<file path="config.mk">
export PLATFORM = sky130hd
export DESIGN_NAME = router_out_ctrl_flat
export DESIGN_NICKNAME = d
export VERILOG_FILES = /design/src/rtl/router_out_ctrl_if.sv /design/src/rtl/router_out_ctrl.sv /design/src/flat_wrapper.sv
export SDC_FILE = /design/constraint.sdc
export NUM_CORES = 1
export LEC_CHECK = 0
export CORE_MARGIN = 5
export CORE_UTILIZATION = 46
export DETAILED_ROUTE_END_ITERATION = 8
export PLACE_DENSITY = 0.75
export SLEW_MARGIN = 20
export SYNTH_ARGS = -nofsm -noshare
export SYNTH_HDL_FRONTEND = slang
export SYNTH_SLANG_ARGS = --single-unit
</file>
<file path="constraint.sdc">
create_clock -name clk -period 1.9 [get_ports clk]
set_clock_uncertainty 0.05 [all_clocks]
set_input_delay 0.38 -clock clk [delete_from_list [all_inputs] [get_ports clk]]
set_output_delay 0.38 -clock clk [all_outputs]
set_load 0.1 [all_outputs]
</file>
<file path="src/rtl/router_out_ctrl_if.sv">
// rtl/router_out_ctrl_if.sv - handshake bundle between source FIFO, output controller and destination
//
// Purpose: groups the FIFO-side and destination-side signals of router_out_ctrl.
// Signals:
//   fifo_data  [8:0]  show-ahead FIFO head, bit8 = header marker, [7:0] = byte
//   fifo_empty        FIFO has no entry
//   fifo_rd_en        pop the FIFO head this cycle
//   data_out   [7:0]  output byte to destination
//   vld_out           data_out valid
//   read_enb          destination accepts (transfer = vld_out && read_enb)
//   soft_reset        one-cycle pulse on destination timeout
//   busy_out          controller not idle
//   pkt_done          one-cycle pulse after the parity byte transfers
//   parity_err        parity mismatch flag
// Modports: master = controller view, slave = FIFO/destination view.
interface router_out_ctrl_if;
  logic [8:0] fifo_data;
  logic       fifo_empty;
  logic       fifo_rd_en;
  logic [7:0] data_out;
  logic       vld_out;
  logic       read_enb;
  logic       soft_reset;
  logic       busy_out;
  logic       pkt_done;
  logic       parity_err;

  modport master (
    input  fifo_data, fifo_empty, read_enb,
    output fifo_rd_en, data_out, vld_out, soft_reset, busy_out, pkt_done, parity_err
  );

  modport slave (
    output fifo_data, fifo_empty, read_enb,
    input  fifo_rd_en, data_out, vld_out, soft_reset, busy_out, pkt_done, parity_err
  );
endinterface

</file>
<file path="src/rtl/router_out_ctrl.sv">
// rtl/router_out_ctrl.sv - packet output controller draining a show-ahead FIFO to one destination
//
// Purpose: pops header/payload/parity bytes from a show-ahead FIFO into a one-entry
// registered output slot, discards stray bytes between packets, aborts a packet with a
// soft_reset pulse when the destination stalls for TIMEOUT cycles and flushes the rest
// of that packet from the FIFO.
// Parameters:
//   TIMEOUT  consecutive stalled cycles before soft reset (2..63)
// Ports:
//   clk  single clock, rising edge
//   rst  asynchronous active-low reset
//   bus  router_out_ctrl_if.master (FIFO head/pop, output byte/valid, destination accept,
//        soft_reset, busy_out, pkt_done, parity_err)
// Optional feature: define ROUTER_OUT_PARITY_CHK_EN to enable the running-XOR parity check;
// otherwise parity_err is tied low.
module router_out_ctrl #(
  parameter int TIMEOUT = 30
) (
  input logic             clk,
  input logic             rst,
  router_out_ctrl_if.master bus
);

  typedef enum logic [1:0] {
    IDLE    = 2'd0,
    PAYLOAD = 2'd1,
    PARITY  = 2'd2,
    FLUSH   = 2'd3
  } state_t;

  localparam logic [5:0] STALL_MAX = 6'(TIMEOUT - 1);

  state_t     state_q, state_d;
  logic [5:0] len_q, len_d;
  logic [5:0] stall_q;
  logic [7:0] data_q;
  logic       vld_q;
  logic       last_q;
  logic       soft_q;
  logic       done_q;

  logic       xfer;
  logic       slot_free;
  logic       head_hdr;
  logic       timeout;
  logic       pop;
  logic       load;
  logic       load_last;

  assign xfer      = vld_q & bus.read_enb;
  // The slot can take a new byte in the same cycle its current byte leaves.
  assign slot_free = ~vld_q | bus.read_enb;
  assign head_hdr  = bus.fifo_data[8];
  // A transfer in the final allowed cycle beats the timeout.
  assign timeout   = vld_q & ~bus.read_enb & (stall_q == STALL_MAX);

  always_ff @(posedge clk or negedge rst) begin
    if (!rst) begin
      state_q <= IDLE;
      len_q   <= 6'd0;
    end else begin
      state_q <= state_d;
      len_q   <= len_d;
    end
  end

  always_comb begin
    state_d   = state_q;
    len_d     = len_q;
    pop       = 1'b0;
    load      = 1'b0;
    load_last = 1'b0;
    if (timeout) begin
      state_d = FLUSH;
    end else begin
      case (state_q)
        IDLE: begin
          if (slot_free && !bus.fifo_empty) begin
            pop = 1'b1;
            if (head_hdr) begin
              load    = 1'b1;
              len_d   = bus.fifo_data[7:2];
              state_d = (bus.fifo_data[7:2] == 6'd0) ? PARITY : PAYLOAD;
            end
          end
        end
        PAYLOAD: begin
          if (slot_free && !bus.fifo_empty) begin
            pop   = 1'b1;
            load  = 1'b1;
            len_d = len_q - 6'd1;
            if (len_q == 6'd1) begin
              state_d = PARITY;
            end
          end
        end
        PARITY: begin
          if (slot_free && !bus.fifo_empty) begin
            pop       = 1'b1;
            load      = 1'b1;
            load_last = 1'b1;
            state_d   = IDLE;
          end
        end
        FLUSH: begin
          // Drain the aborted packet's remaining bytes; stop at the next header.
          if (bus.fifo_empty || head_hdr) begin
            state_d = IDLE;
          end else if (slot_free) begin
            pop = 1'b1;
          end
        end
        default: state_d = IDLE;
      endcase
    end
  end

  always_ff @(posedge clk or negedge rst) begin
    if (!rst) begin
      data_q  <= 8'h00;
      vld_q   <= 1'b0;
      last_q  <= 1'b0;
      stall_q <= 6'd0;
      soft_q  <= 1'b0;
      done_q  <= 1'b0;
    end else begin
      if (timeout) begin
        // Abort: drop the stalled byte and forget that it was a parity byte.
        vld_q  <= 1'b0;
        last_q <= 1'b0;
      end else if (load) begin
        data_q <= bus.fifo_data[7:0];
        vld_q  <= 1'b1;
        last_q <= load_last;
      end else if (xfer) begin
        vld_q  <= 1'b0;
        last_q <= 1'b0;
      end

      if (vld_q && !bus.read_enb && !timeout) begin
        stall_q <= stall_q + 6'd1;
      end else begin
        stall_q <= 6'd0;
      end

      soft_q <= timeout;
      done_q <= xfer & last_q;
    end
  end

`ifdef ROUTER_OUT_PARITY_CHK_EN
  logic [7:0] acc_q;
  logic       perr_q;
  logic       hdr_pop;

  assign hdr_pop = pop & head_hdr & (state_q == IDLE);

  always_ff @(posedge clk or negedge rst) begin
    if (!rst) begin
      acc_q  <= 8'h00;
      perr_q <= 1'b0;
    end else if (hdr_pop) begin
      // The header byte itself seeds the running XOR.
      acc_q  <= bus.fifo_data[7:0];
      perr_q <= 1'b0;
    end else if (load_last) begin
      perr_q <= (acc_q != bus.fifo_data[7:0]);
    end else if (load) begin
      acc_q  <= acc_q ^ bus.fifo_data[7:0];
    end
  end

  assign bus.parity_err = perr_q;
`else
  assign bus.parity_err = 1'b0;
`endif

  assign bus.fifo_rd_en = pop & rst;
  assign bus.data_out   = data_q;
  assign bus.vld_out    = vld_q;
  assign bus.soft_reset = soft_q;
  assign bus.busy_out   = (state_q != IDLE);
  assign bus.pkt_done   = done_q;

endmodule

</file>
<file path="src/flat_wrapper.sv">
// flat-port wrapper written by rule: the top's interface ports become plain ports
module router_out_ctrl_flat 
#(
  parameter int TIMEOUT = 30
)
  (clk, rst, bus_fifo_data, bus_fifo_empty, bus_read_enb, bus_fifo_rd_en, bus_data_out, bus_vld_out, bus_soft_reset, bus_busy_out, bus_pkt_done, bus_parity_err);
  router_out_ctrl_if bus_i ();
  input logic clk;
  input logic rst;
  input wire logic [$bits(bus_i.fifo_data)-1:0] bus_fifo_data;
  input wire logic [$bits(bus_i.fifo_empty)-1:0] bus_fifo_empty;
  input wire logic [$bits(bus_i.read_enb)-1:0] bus_read_enb;
  output wire logic [$bits(bus_i.fifo_rd_en)-1:0] bus_fifo_rd_en;
  output wire logic [$bits(bus_i.data_out)-1:0] bus_data_out;
  output wire logic [$bits(bus_i.vld_out)-1:0] bus_vld_out;
  output wire logic [$bits(bus_i.soft_reset)-1:0] bus_soft_reset;
  output wire logic [$bits(bus_i.busy_out)-1:0] bus_busy_out;
  output wire logic [$bits(bus_i.pkt_done)-1:0] bus_pkt_done;
  output wire logic [$bits(bus_i.parity_err)-1:0] bus_parity_err;
  assign bus_i.fifo_data = bus_fifo_data;
  assign bus_i.fifo_empty = bus_fifo_empty;
  assign bus_i.read_enb = bus_read_enb;
  assign bus_fifo_rd_en = bus_i.fifo_rd_en;
  assign bus_data_out = bus_i.data_out;
  assign bus_vld_out = bus_i.vld_out;
  assign bus_soft_reset = bus_i.soft_reset;
  assign bus_busy_out = bus_i.busy_out;
  assign bus_pkt_done = bus_i.pkt_done;
  assign bus_parity_err = bus_i.parity_err;
  router_out_ctrl #(.TIMEOUT(TIMEOUT)) u_core (.clk(clk), .rst(rst), .bus(bus_i));
endmodule
</file>
* After elaboration in Yosys (flattened, before gate mapping)
Cells that the tools add are included.
** Storage, ports and cells
- Flip-flop bits (word level) :: 26
- Input bits :: 13
- Output and inout port bits :: 14
- Logic and storage cells :: 79
** Operators by class
- Add/subtract/negate cells :: 2
- Eq/ne operators :: 14
- Multiplexer cells :: 29
- Bitwise gates (word level) :: 9
- Reductions and logical operators :: 17
** Operator list (count)
- 6-bit 2-to-1 mux :: 4
- 2-bit 2-to-1 mux :: 8
- 3-bit by 1-bit inequality test with 1-bit output, second input constant :: 5
- 1-bit 2-to-1 mux :: 13
- 6-bit case mux with 2 select lines :: 1
- 2-bit case mux with 4 select lines :: 1
- 6-bit by 1-bit adder with 6-bit output, second input constant :: 1
- 6-bit by 1-bit equality test with 1-bit output, second input constant :: 1
- 6-bit by 5-bit equality test with 1-bit output, second input constant :: 1
- 6-bit logical NOT :: 1
- 6-bit AND reduction :: 1
- 6-bit by 1-bit subtractor with 6-bit output, second input constant :: 1
- 1-bit AND :: 5
- 5-bit AND reduction :: 1
- 2-bit equality test, second input constant :: 2
- 2-bit by 1-bit inequality test with 1-bit output, second input constant :: 2
- 1-bit case mux with 2 select lines :: 2
- 2-bit nonzero test :: 2
- 1-bit logical AND :: 3
- 1-bit logical NOT :: 3
- 3-bit by 2-bit inequality test with 1-bit output, second input constant :: 1
- 1-bit NOT :: 3
- 3-bit nonzero test :: 1
- 3-bit OR reduction :: 1
- other kinds (7) :: 7

* Longest topological paths before layout
Gate-level depths: netlist of the first run.
- Depth after elaboration :: 8
- Gate-level depth with buffers :: 7
- Gate-level depth less buffers :: 6

* Worst setup path before layout of the first run
No wires, ideal clock.
- Path kind :: register -> output
- Start point :: reg u_core.vld_q, in the netlist u_core.bus.vld_out
- End point :: out bus_fifo_rd_en
- Arrival time :: 2.039 ns
- Data required time :: 1.470 ns
- Slack :: -0.569 ns
- Cell stages (with the launch flop) :: 5
- Path through :: dfrtp_1 nor2b_1 buf_6 nor2_1 and3_1
** On the way
- Cells in the longest elaborated chain, start to end :: 7
- Elaborated cells on any way between the ends :: 11
- Classes of those cells :: 5 x mux; 5 x bitwise; 1 x reduce/logical
** Ends and longest elaborated chain
- from (decl) :: RTL line router_out_ctrl.sv:37 : logic vld_q;
- from (signal assigned) :: RTL line router_out_ctrl.sv:121 : vld_q <= 1'b0;
- from (signal assigned) :: RTL line router_out_ctrl.sv:129 : vld_q <= 1'b0;
- from (signal assigned) :: RTL line router_out_ctrl.sv:133 : vld_q <= 1'b1;
- 1-bit NOT :: RTL line router_out_ctrl.sv:52 : assign slot_free = ~vld_q | bus.read_enb;
- 1-bit bitwise OR :: RTL line router_out_ctrl.sv:52
- 1-bit 2-to-1 mux / 1-bit logical AND (equally long branches)
- 1-bit 2-to-1 mux, on equally long branches
- 1-bit case mux with 2 select lines :: RTL line router_out_ctrl.sv:76 : case (state_q)
- 1-bit 2-to-1 mux * :: RTL line router_out_ctrl.sv:73 : if (timeout) begin
- 1-bit AND * :: RTL line router_out_ctrl.sv:178 : assign bus.fifo_rd_en = pop & rst;
- to (decl) :: RTL line flat_wrapper.sv:13 : output wire logic [$bits(bus_i.fifo_rd_en)-1:0] bus_fifo_rd_en;
Every way passes the cells marked *; elsewhere a longest branch is shown, timed or not.

* Final worst setup path of the first run
- Start point :: reg u_core.state_q[1]
- End point :: out bus_fifo_rd_en
** On the way
- Cells in the longest elaborated chain, start to end :: 5
- Elaborated cells on any way between the ends :: 8
- Classes of those cells :: 3 x eq/ne; 2 x mux; 1 x bitwise; 2 x reduce/logical
** Ends and longest elaborated chain
- from (decl) :: RTL line router_out_ctrl.sv:33 : state_t state_q, state_d;
- from (signal assigned) :: RTL line router_out_ctrl.sv:62 : state_q <= state_d;
- 2-bit by 1-bit equality test with 1-bit output, or another cell as far along :: RTL line router_out_ctrl.sv:76
- 3-bit OR reduction (no source line)
- 1-bit case mux with 2 select lines * :: RTL line router_out_ctrl.sv:76
- 1-bit 2-to-1 mux * :: RTL line router_out_ctrl.sv:73
- 1-bit AND * :: RTL line router_out_ctrl.sv:178
Marks and branches as above.

==> results.txt, run 1 <==
The run finished with clean final reports. The portion of synthesized area spent on multiplexers is 9.20%. The global routing stage identified its most utilized layer as met2. Data on the critical path is required at its endpoint by 1.47 ns. Setup repair after global routing could not meet its margin everywhere. The vias per cell is 5.29. The maximum number of pins on one net before global-route repair came out at 27. The cell area power density came out at 1870 nW/um^2. The floorplan step set the die width to 65.5 um. STA classifies the critical path endpoint as an output port.

The arithmetic-cell share of the synthesized area counting full adders, half adders and majority gates came out at 8.84%. The biggest fanout along the worst timing path came out at 4. The number of clock buffers inserted by TritonCTS came out at 3. The startpoint identified for the worst register-to-register timing path is u_core.state_q[0]. The detail-routed net length per standard cell came out at 15.2 um. The minimum setup slack among reg-to-reg paths is 0.04 ns. Before CTS, the worst setup slack after placement is -0.155 ns.

The number of max-capacitance violations reported is 0. The total I/O pin count is 27. The clock latency on the worst-skew pair is 0.32 ns. The global routing met3 resource utilization is 2.22%. The net count of the finished layout is 207. After the flow finishes, the layout carries non-filler instances totaling 216. The remaining routing DRC violations came out at 0.

The total of fill cells in the finished design came out at 223. The met1 layer usage reported by global route is 20.7%. The aggregate global routing overflow came out at 0. The max-slew violation count is 0. The nature of the critical path startpoint is a flip-flop. The effective utilization at floorplan is 47.1%. By area, the combinational part of the netlist is dominated by simple AND/OR/NAND/NOR gates. Traced cell by cell, the critical path runs through buf_6 > ha_4 > nand2_2 > and3_4 > buf_12. Based on the critical path, the design can be clocked at up to 534 MHz. The antenna diode count is 0. The worst path setup slack after routing came out at 0.0286 ns. After synthesis, the mean cell area works out to 10.3 um^2. The final clock period utilization by the worst path came out at 98.5%.

The H-tree depth reported by CTS is 1. In this run the vertical extent of the chip is 65.5 um. The number of global-route vias before repair came out at 1189. The largest stage delay on the critical path came out at 0.43 ns. The critical path is of the reg -> out type. The largest vdd supply drop is 1.10 mV. The number of enable flip-flop cells after synthesis is 0. The number of cells on the worst reg-to-reg path came out at 5. Sorting the synthesized cells by area gives the leading types as sky130_fd_sc_hd__dfrtp_1 46%, sky130_fd_sc_hd__ha_1 8.8%, sky130_fd_sc_hd__mux2_2 6.4%, sky130_fd_sc_hd__nor2_1 3.7%, sky130_fd_sc_hd__nand2_1 2.9%. The register bit count reported by yosys came out at 26.

The buffer type at the clock tree root is sky130_fd_sc_hd__clkbuf_4. Across every metal layer, demand over resource in global routing totals 16.0%. The quantity of hold-fixing buffers added after cts came out at 0. The post-synthesis xor/xnor area fraction is 2.48%. The arrival time at the worst endpoint is 1.44 ns. The simple-gate area share of the yosys netlist came out at 19.9%.

The post-synthesis to final-layout area growth came out at 45.7%. The routed wire length is 3290 um. Once detail routing completed, the nets flagged for antenna violations numbered 0. The number of placed cells counting well taps is 210. The number of synthesis warnings came out at 0. The worst slew margin relative to its limit came out at 45.9%. The portion of the post-synthesis area used by sequential elements is 46.0%.

In this run the core area contains 20 standard-cell rows. The netlist area before placement is 1420 um^2. The core occupancy in the finished layout is 68.7%. Summed over all cells, the static leakage comes to 0.915 nW. Input and output buffers added on the ports amount to 25. Among all cell types in the netlist, the one instantiated most often is sky130_fd_sc_hd__dfrtp_1. The count of distinct cell types in the synthesized netlist is 35. The CTS clock-pin slew for the worst setup and hold paths is 0.15 ns.

Detailed placement ended at an HPWL of 2440 um. The largest individual stage delay along the critical path comes from the cell sky130_fd_sc_hd__dfrtp_1. The final weighted congestion in routability-driven placement came out at 0.861.

Counting I/O delays and the setup requirement, the final critical path takes 1.87 ns. For this run, the leading register cell type out of synthesis is sky130_fd_sc_hd__dfrtp_1. By count the netlist is led by 26 x sky130_fd_sc_hd__dfrtp_1, 14 x sky130_fd_sc_hd__nor2_1, 11 x sky130_fd_sc_hd__nand2_1, 10 x sky130_fd_sc_hd__ha_1, 9 x sky130_fd_sc_hd__inv_1.

The number of violations reported at the end of detailed-routing iteration 0 came out at 132. Adding up every negative setup slack in the final design gives 0 ns. The first-pass GRT wire length came out at 5450 um.

The first detailed-routing pass took 4 iterations. The initial antenna violation count came out at 0. Across all hold checks on the routed design, the worst slack comes to 0.398 ns.

The share of synthesized area in the top cell type comes to 46.0%. For the pin with the worst max-slew slack, the measured transition is 0.804 ns. The number of nets produced by synthesis is 161. In this run the critical register-to-register path is captured at u_core.bus.data_out[2]. The count of final setup violators came out at 0. The total die area is 4290 um^2. The clock tree from TritonCTS is built. CTS saw 26 sinks. The final number of hold-violating endpoints came out at 0. Summed over all instances, the cell type with the most area after synthesis is sky130_fd_sc_hd__dfrtp_1. The post-synthesis compound-gate area fraction came out at 8.22%. After synthesis, the share of flip-flops with an asynchronous set or reset is 100%. The area inside the core boundary came out at 3000 um^2. In this run the worst hold path is classified as in -> async. The proportion of layout cells with a drive suffix above 1 is 35.5%. The longest clock path from root to sink contains 2 buffers. The via count is 1143. The met2 demand-to-capacity share in global routing came out at 28.3%. The gate count after technology mapping came out at 138.
## layout make-up
cell class / instances / area, um^2 / area share [%]
clock buffers: 4 / 36.3 / 1.76
inverters: 9 / 33.8 / 1.64
flip-flops and latches: 26 / 654 / 31.7
repair buffers: 46 / 544 / 26.4
well taps: 33 / 41.3 / 2.00
multi-input cells: 98 / 752 / 36.5
## critical path: cells and delay by family (launching register included)
| kind | cells | cell delay (ns) |
|---|---|---|
| fa+ha+maj | 1 | 0.16 |
| buf+inv | 2 | 0.31 |
| flops | 1 | 0.43 |
| simple gates | 2 | 0.23 |
## state kept, by name, indices dropped and copies added (netlist names)
register and flops:
u_core.bus.data_out 8, u_core.bus.pkt_done 1, u_core.bus.soft_reset 1, u_core.bus.vld_out 1, u_core.last_q 1, u_core.len_q 6, u_core.stall_q 6, u_core.state_q 2
## placed cells by master, fill, tap and decap left out, drive strengths merged, types with 5 or more instances in the layout
cell	instances
nand3	5
mux2	8
inv	9
buf	34
nor2	14
a21oi	5
dfrtp	26
clkdlybuf4s50	11
nor3	6
ha	10
nand2	11
## layer usage
| layer | vias up | wire length (um) |
|---|---|---|
| met3 | 5 | 129 |
| li1 | 565 | - |
| met5 | - | 0 |
| met2 | 23 | 1710 |
| met4 | 0 | 38 |
| met1 | 550 | 1420 |
## stage by stage
step           total power, mW  area [um^2]
3_3_place_gp              3.39         1960
5_1_grt                   4.07         2060
6_report                  3.86         2060
3_5_place_dp              3.46         1960
4_1_cts                   3.78         2020
2_1_floorplan             2.53         1430
## logic make-up after synthesis
| family | count (synthesis) |
|---|---|
| AND/OR/NAND/NOR | 54 |
| flip-flops | 26 |
| AO/OA/AOI/OAI | 17 |
| buffers and inverters | 14 |
| multiplexers | 12 |
| adder cells (fa/ha/maj) | 10 |
| XOR/XNOR | 4 |
| other | 1 |
## power by group
| part | total [mW] | switching, mW | leakage [nW] | internal, mW |
|---|---|---|---|---|
| registers | 0.936 | 0.176 | 0.326 | 0.760 |
| logic | 2.64 | 1.54 | 0.568 | 1.10 |
| clock network | 0.284 | 0.166 | 0.0210 | 0.117 |
| total | 3.86 | 1.88 | 0.915 | 1.98 |
## worst max-delay path by stage
stage	start	to	slack, ns	cells after the start
floorplan	u_core.bus.vld_out	u_core.len_q[2]	-0.07	6
global placement	bus_read_enb	u_core.bus.data_out[5]	-0.16	5
detailed placement	bus_read_enb	u_core.bus.data_out[0]	-0.16	5
CTS	u_core.bus.vld_out	bus_fifo_rd_en	0.002	4
global route	u_core.state_q[0]	u_core.bus.data_out[4]	-0.04	6
finish	u_core.state_q[1]	bus_fifo_rd_en	0.03	5
## what timing repair did
action / CTS / global route
gates resized for setup: 5 / 10
pin swaps: 1 / 0
endpoints found under the setup margin: 1 / 16
setup buffers: 2 / 0
Note: power is estimated with default switching activity, not from simulation.
==> run 2, diff against run 1 <==
--- a/config.mk
+++ b/config.mk
@@ -8,6 +8,7 @@
 export CORE_MARGIN = 5
 export CORE_UTILIZATION = 46
 export DETAILED_ROUTE_END_ITERATION = 8
+export GPL_TIMING_DRIVEN = 0
 export PLACE_DENSITY = 0.75
 export SLEW_MARGIN = 20
 export SYNTH_ARGS = -nofsm -noshare
==> run 2 against run 1 <==
The run now ends with negative hold slack, negative setup slack left. Routed wire length increased by 1.8%. Critical endpoint is now u_core.len_q[2]. Global-route usage increased by 0.94 points. Core utilization decreased by 3.4 points. First-iteration DRC count decreased by 60%. Die area unchanged. Clock power increased by 37%. Via count increased by 2.3%. Sequential power decreased by 2.6%. Critical path type is now reg -> reg. Critical path depth increased by 2.
==> results.txt, run 2 (synthesis gave the netlist of run 1 again) <==
The accumulated negative setup slack came out at -0.0625 ns (-0.0625 ns). The kind of cell with the highest combined delay along the critical path is simple AND/OR/NAND/NOR gates. The H-tree depth reported by CTS came out at 1 (unchanged).

The CTS clock-pin slew for the worst setup and hold paths came out at 0.15 ns (about the same). The library cell used most frequently in the layout, excluding fill and tap cells, is sky130_fd_sc_hd__dfrtp_1. The total I/O pin count is 27 (unchanged).

The number of clock buffers inserted by TritonCTS came out at 3 (unchanged). The total die area came out at 4290 um^2 (unchanged). The fraction of power consumed by sequential logic came out at 24.6% (+0.4 points). The detail-routed net length per standard cell came out at 15.8 um (+3.7%). The cell-internal power came out at 1.85 mW (-6.8%). The largest stage delay on the critical path is 0.43 ns (about the same). The initial antenna violation count is 0 (unchanged).

The type of destination of the critical path is a flip-flop. The number of core rows came out at 20 (unchanged). The worst slew margin relative to its limit is 49.6% (+3.7 points).

The post-detailed-placement half-perimeter wirelength is 2270 um (-6.9%). The buffer type at the clock tree root is sky130_fd_sc_hd__clkbuf_4. The number of global-route vias before repair was 1190 (+0.084%). The quantity of hold-fixing buffers added after cts is 0 (unchanged).

The transition at the pin with the smallest max-transition slack came to 0.749 ns (-0.0550 ns). The count of buffer and inverter cells on the critical path is 2 (unchanged). The largest individual stage delay along the critical path comes from the cell sky130_fd_sc_hd__dfrtp_1. The area occupied by registers is 654 um^2 (unchanged).

Traced cell by cell, the critical path runs through inv_2 > ha_4 > mux2i_1 > or3_1 > buf_6 > or3_1 > o221a_2. The required time at the worst-slack endpoint came out at 2.08 ns (+0.61 ns). The number of nets in the layout is 203 (-1.9%).

The final weighted congestion in routability-driven placement came out at 0.857 (-0.44%). The maximum number of pins on one net before global-route repair is 28 (+3.7%). The worst setup slack after placement came out at -1.07 ns (-0.918 ns). The number of sinks handled by clock tree synthesis is 26 (unchanged).

The biggest fanout along the worst timing path is 8 (+4). The cell area power density came out at 1890 nW/um^2 (+1.0%). The routed wire length came out at 3350 um (+1.8%). The worst-case clock buffer depth came to 2 (unchanged). The arrival time at the worst endpoint came to 2.15 ns (+0.71 ns).

The post-synthesis to final-layout area growth is 38.5%. Counting stages on the worst path, the most repeated cell is sky130_fd_sc_hd__or3_1. In the layout the commonest cells are 25 x sky130_fd_sc_hd__dfrtp_1, 14 x sky130_fd_sc_hd__buf_4, 13 x sky130_fd_sc_hd__nor2_1, 11 x sky130_fd_sc_hd__nand2_1, 11 x sky130_fd_sc_hd__clkdlybuf4s15_2. The met3 wire length is 130 um (+0.78%). The via count came out at 1169 (+2.3%). The detailed router used layers up to and including met4. The final clock period utilization by the worst path is 103% (+4.8 points). The proportion of power drawn by the clock network is 10.5% (+3.2 points). The minimum clock period is 1.96 ns (+0.0910 ns).

The total area of multi-input combinational cells was 763 um^2 (+1.5%). The largest vdd supply drop is 1.19 mV (+8.8%). The upper clock frequency limit is 510 MHz (-4.6%). TritonCTS built the clock tree. Setup repair after global routing could not meet its margin everywhere. The type of the worst setup path is reg -> reg. The total met2 wirelength after detailed routing was 1790 um (+5.0%).

The total of fill cells in the finished design is 226 (+1.3%). The clock latency on the worst-skew pair is 0.32 ns (about the same). The number of max-capacitance violations reported came out at 0 (unchanged). The count of buffers inserted at the top-level ports was 25 (unchanged). The vias per cell is 5.51 (+4.2%). The antenna diode count came to 0 (unchanged). The path class of the tightest hold or removal check is in -> async. The met1 routed wirelength after detailed routing is 1410 um (-0.85%). The number of detailed-routing iterations run before antenna repair came out at 4 (unchanged).

The net switching fraction of the power is 50.2% (+1.5 points). The final number of hold-violating endpoints is 20 (+20). The die outline width came out at 65.5 um (unchanged).

The area inside the core boundary is 3000 um^2 (unchanged). The max-slew violation count is 0 (unchanged). The final hold slack came out at -0.00676 ns (-0.404 ns). The number of violations reported at the end of detailed-routing iteration 0 was 53 (-60%). The remaining number of nets flagged by the antenna check after routing came out at 0 (unchanged). The remaining routing DRC violations was 0 (unchanged). The flip-flop count of the largest register after layout is 8 (unchanged). The proportion of layout cells with a drive suffix above 1 is 34.6% (-0.88 points). The combinational share of power came out at 64.9% (-3.5 points). The worst setup path is launched from a flip-flop. The worst path setup slack after routing is -0.0625 ns (-0.0910 ns). The count of final setup violators came to 1 (+1). The die height came out at 65.5 um (unchanged). The first element of the critical path is u_core.state_q[1].

The aggregate global routing overflow came to 0 (unchanged). The flow ran to the end, but the final reports show violations. The leakage power figure came out at 0.866 nW (-5.3%). The effective utilization at floorplan is 47.1% (unchanged). The first-pass GRT wire length came out at 5690 um (+4.4%). The checks that failed: negative hold slack, negative setup slack. In this run the critical register-to-register path is launched from u_core.state_q[1]. The net switching power of the design came out at 1.86 mW (-0.99%). The total global-route track usage came out at 16.9% (+0.94 points).
run 2: through the flow:
stage | area, um^2 | total power, mW | util (%) | cells | hold WS [ns]
2_1_floorplan | 1430 | 2.53 | - | 138 | 0.0344
3_3_place_gp | 1720 | 2.94 | 57.3 | 196 | 0.423
3_5_place_dp | 1720 | 3.02 | 57.2 | 196 | 0.378
4_1_cts | 1880 | 3.54 | 62.5 | 207 | 0.00353
5_1_grt | 1960 | 3.93 | 65.3 | 212 | 0.0339
6_report | 1960 | 3.71 | 65.3 | 212 | -0.00676
run 2: power groups by stage:
stage,logic [mW],clock network [mW],registers [mW]
6_report,2.41,0.389,0.912
3_3_place_gp,2.03,0,0.913
3_5_place_dp,2.09,0,0.928
5_1_grt,2.57,0.420,0.942
2_1_floorplan,0.908,0,1.62
4_1_cts,2.24,0.399,0.909
run 2: layer usage:
layer / GRT usage [%] / vias up
li1: - / 555
met1: 22.0 / 578
met2: 29.0 / 34
met3: 3.08 / 2
met4: 4.15 / 0
met5: 0 / -
run 2: path summary, 6_finish.rpt:
check	cells past startpoint	slack (ns)	end
hold / removal	1	-0.007	u_core.len_q[5]
min in group clk	1	0.45	u_core.stall_q[0]
setup / recovery	7	-0.06	u_core.len_q[2]
max in group asynchronous	1	1.36	u_core.bus.vld_out
hold reg to reg	1	0.45	u_core.stall_q[0]
setup reg to reg	7	-0.06	u_core.len_q[2]
run 2: final cells by class:
type	count	share of cell area (%)
plain buffers	4	1.79
clock buffers	3	1.15
clock inverters	1	1.53
inverters	9	1.85
multi-input cells	98	38.9
flip-flops and latches	26	33.4
well taps	33	2.11
repair buffers	38	19.3
run 2: what timing repair did:
action | CTS | global route
gates cloned | 0 | 0
buffers inserted | 7 | 6
endpoints found under the setup margin | 26 | 16
resized for setup | 58 | 13
pin swaps | 2 | 3
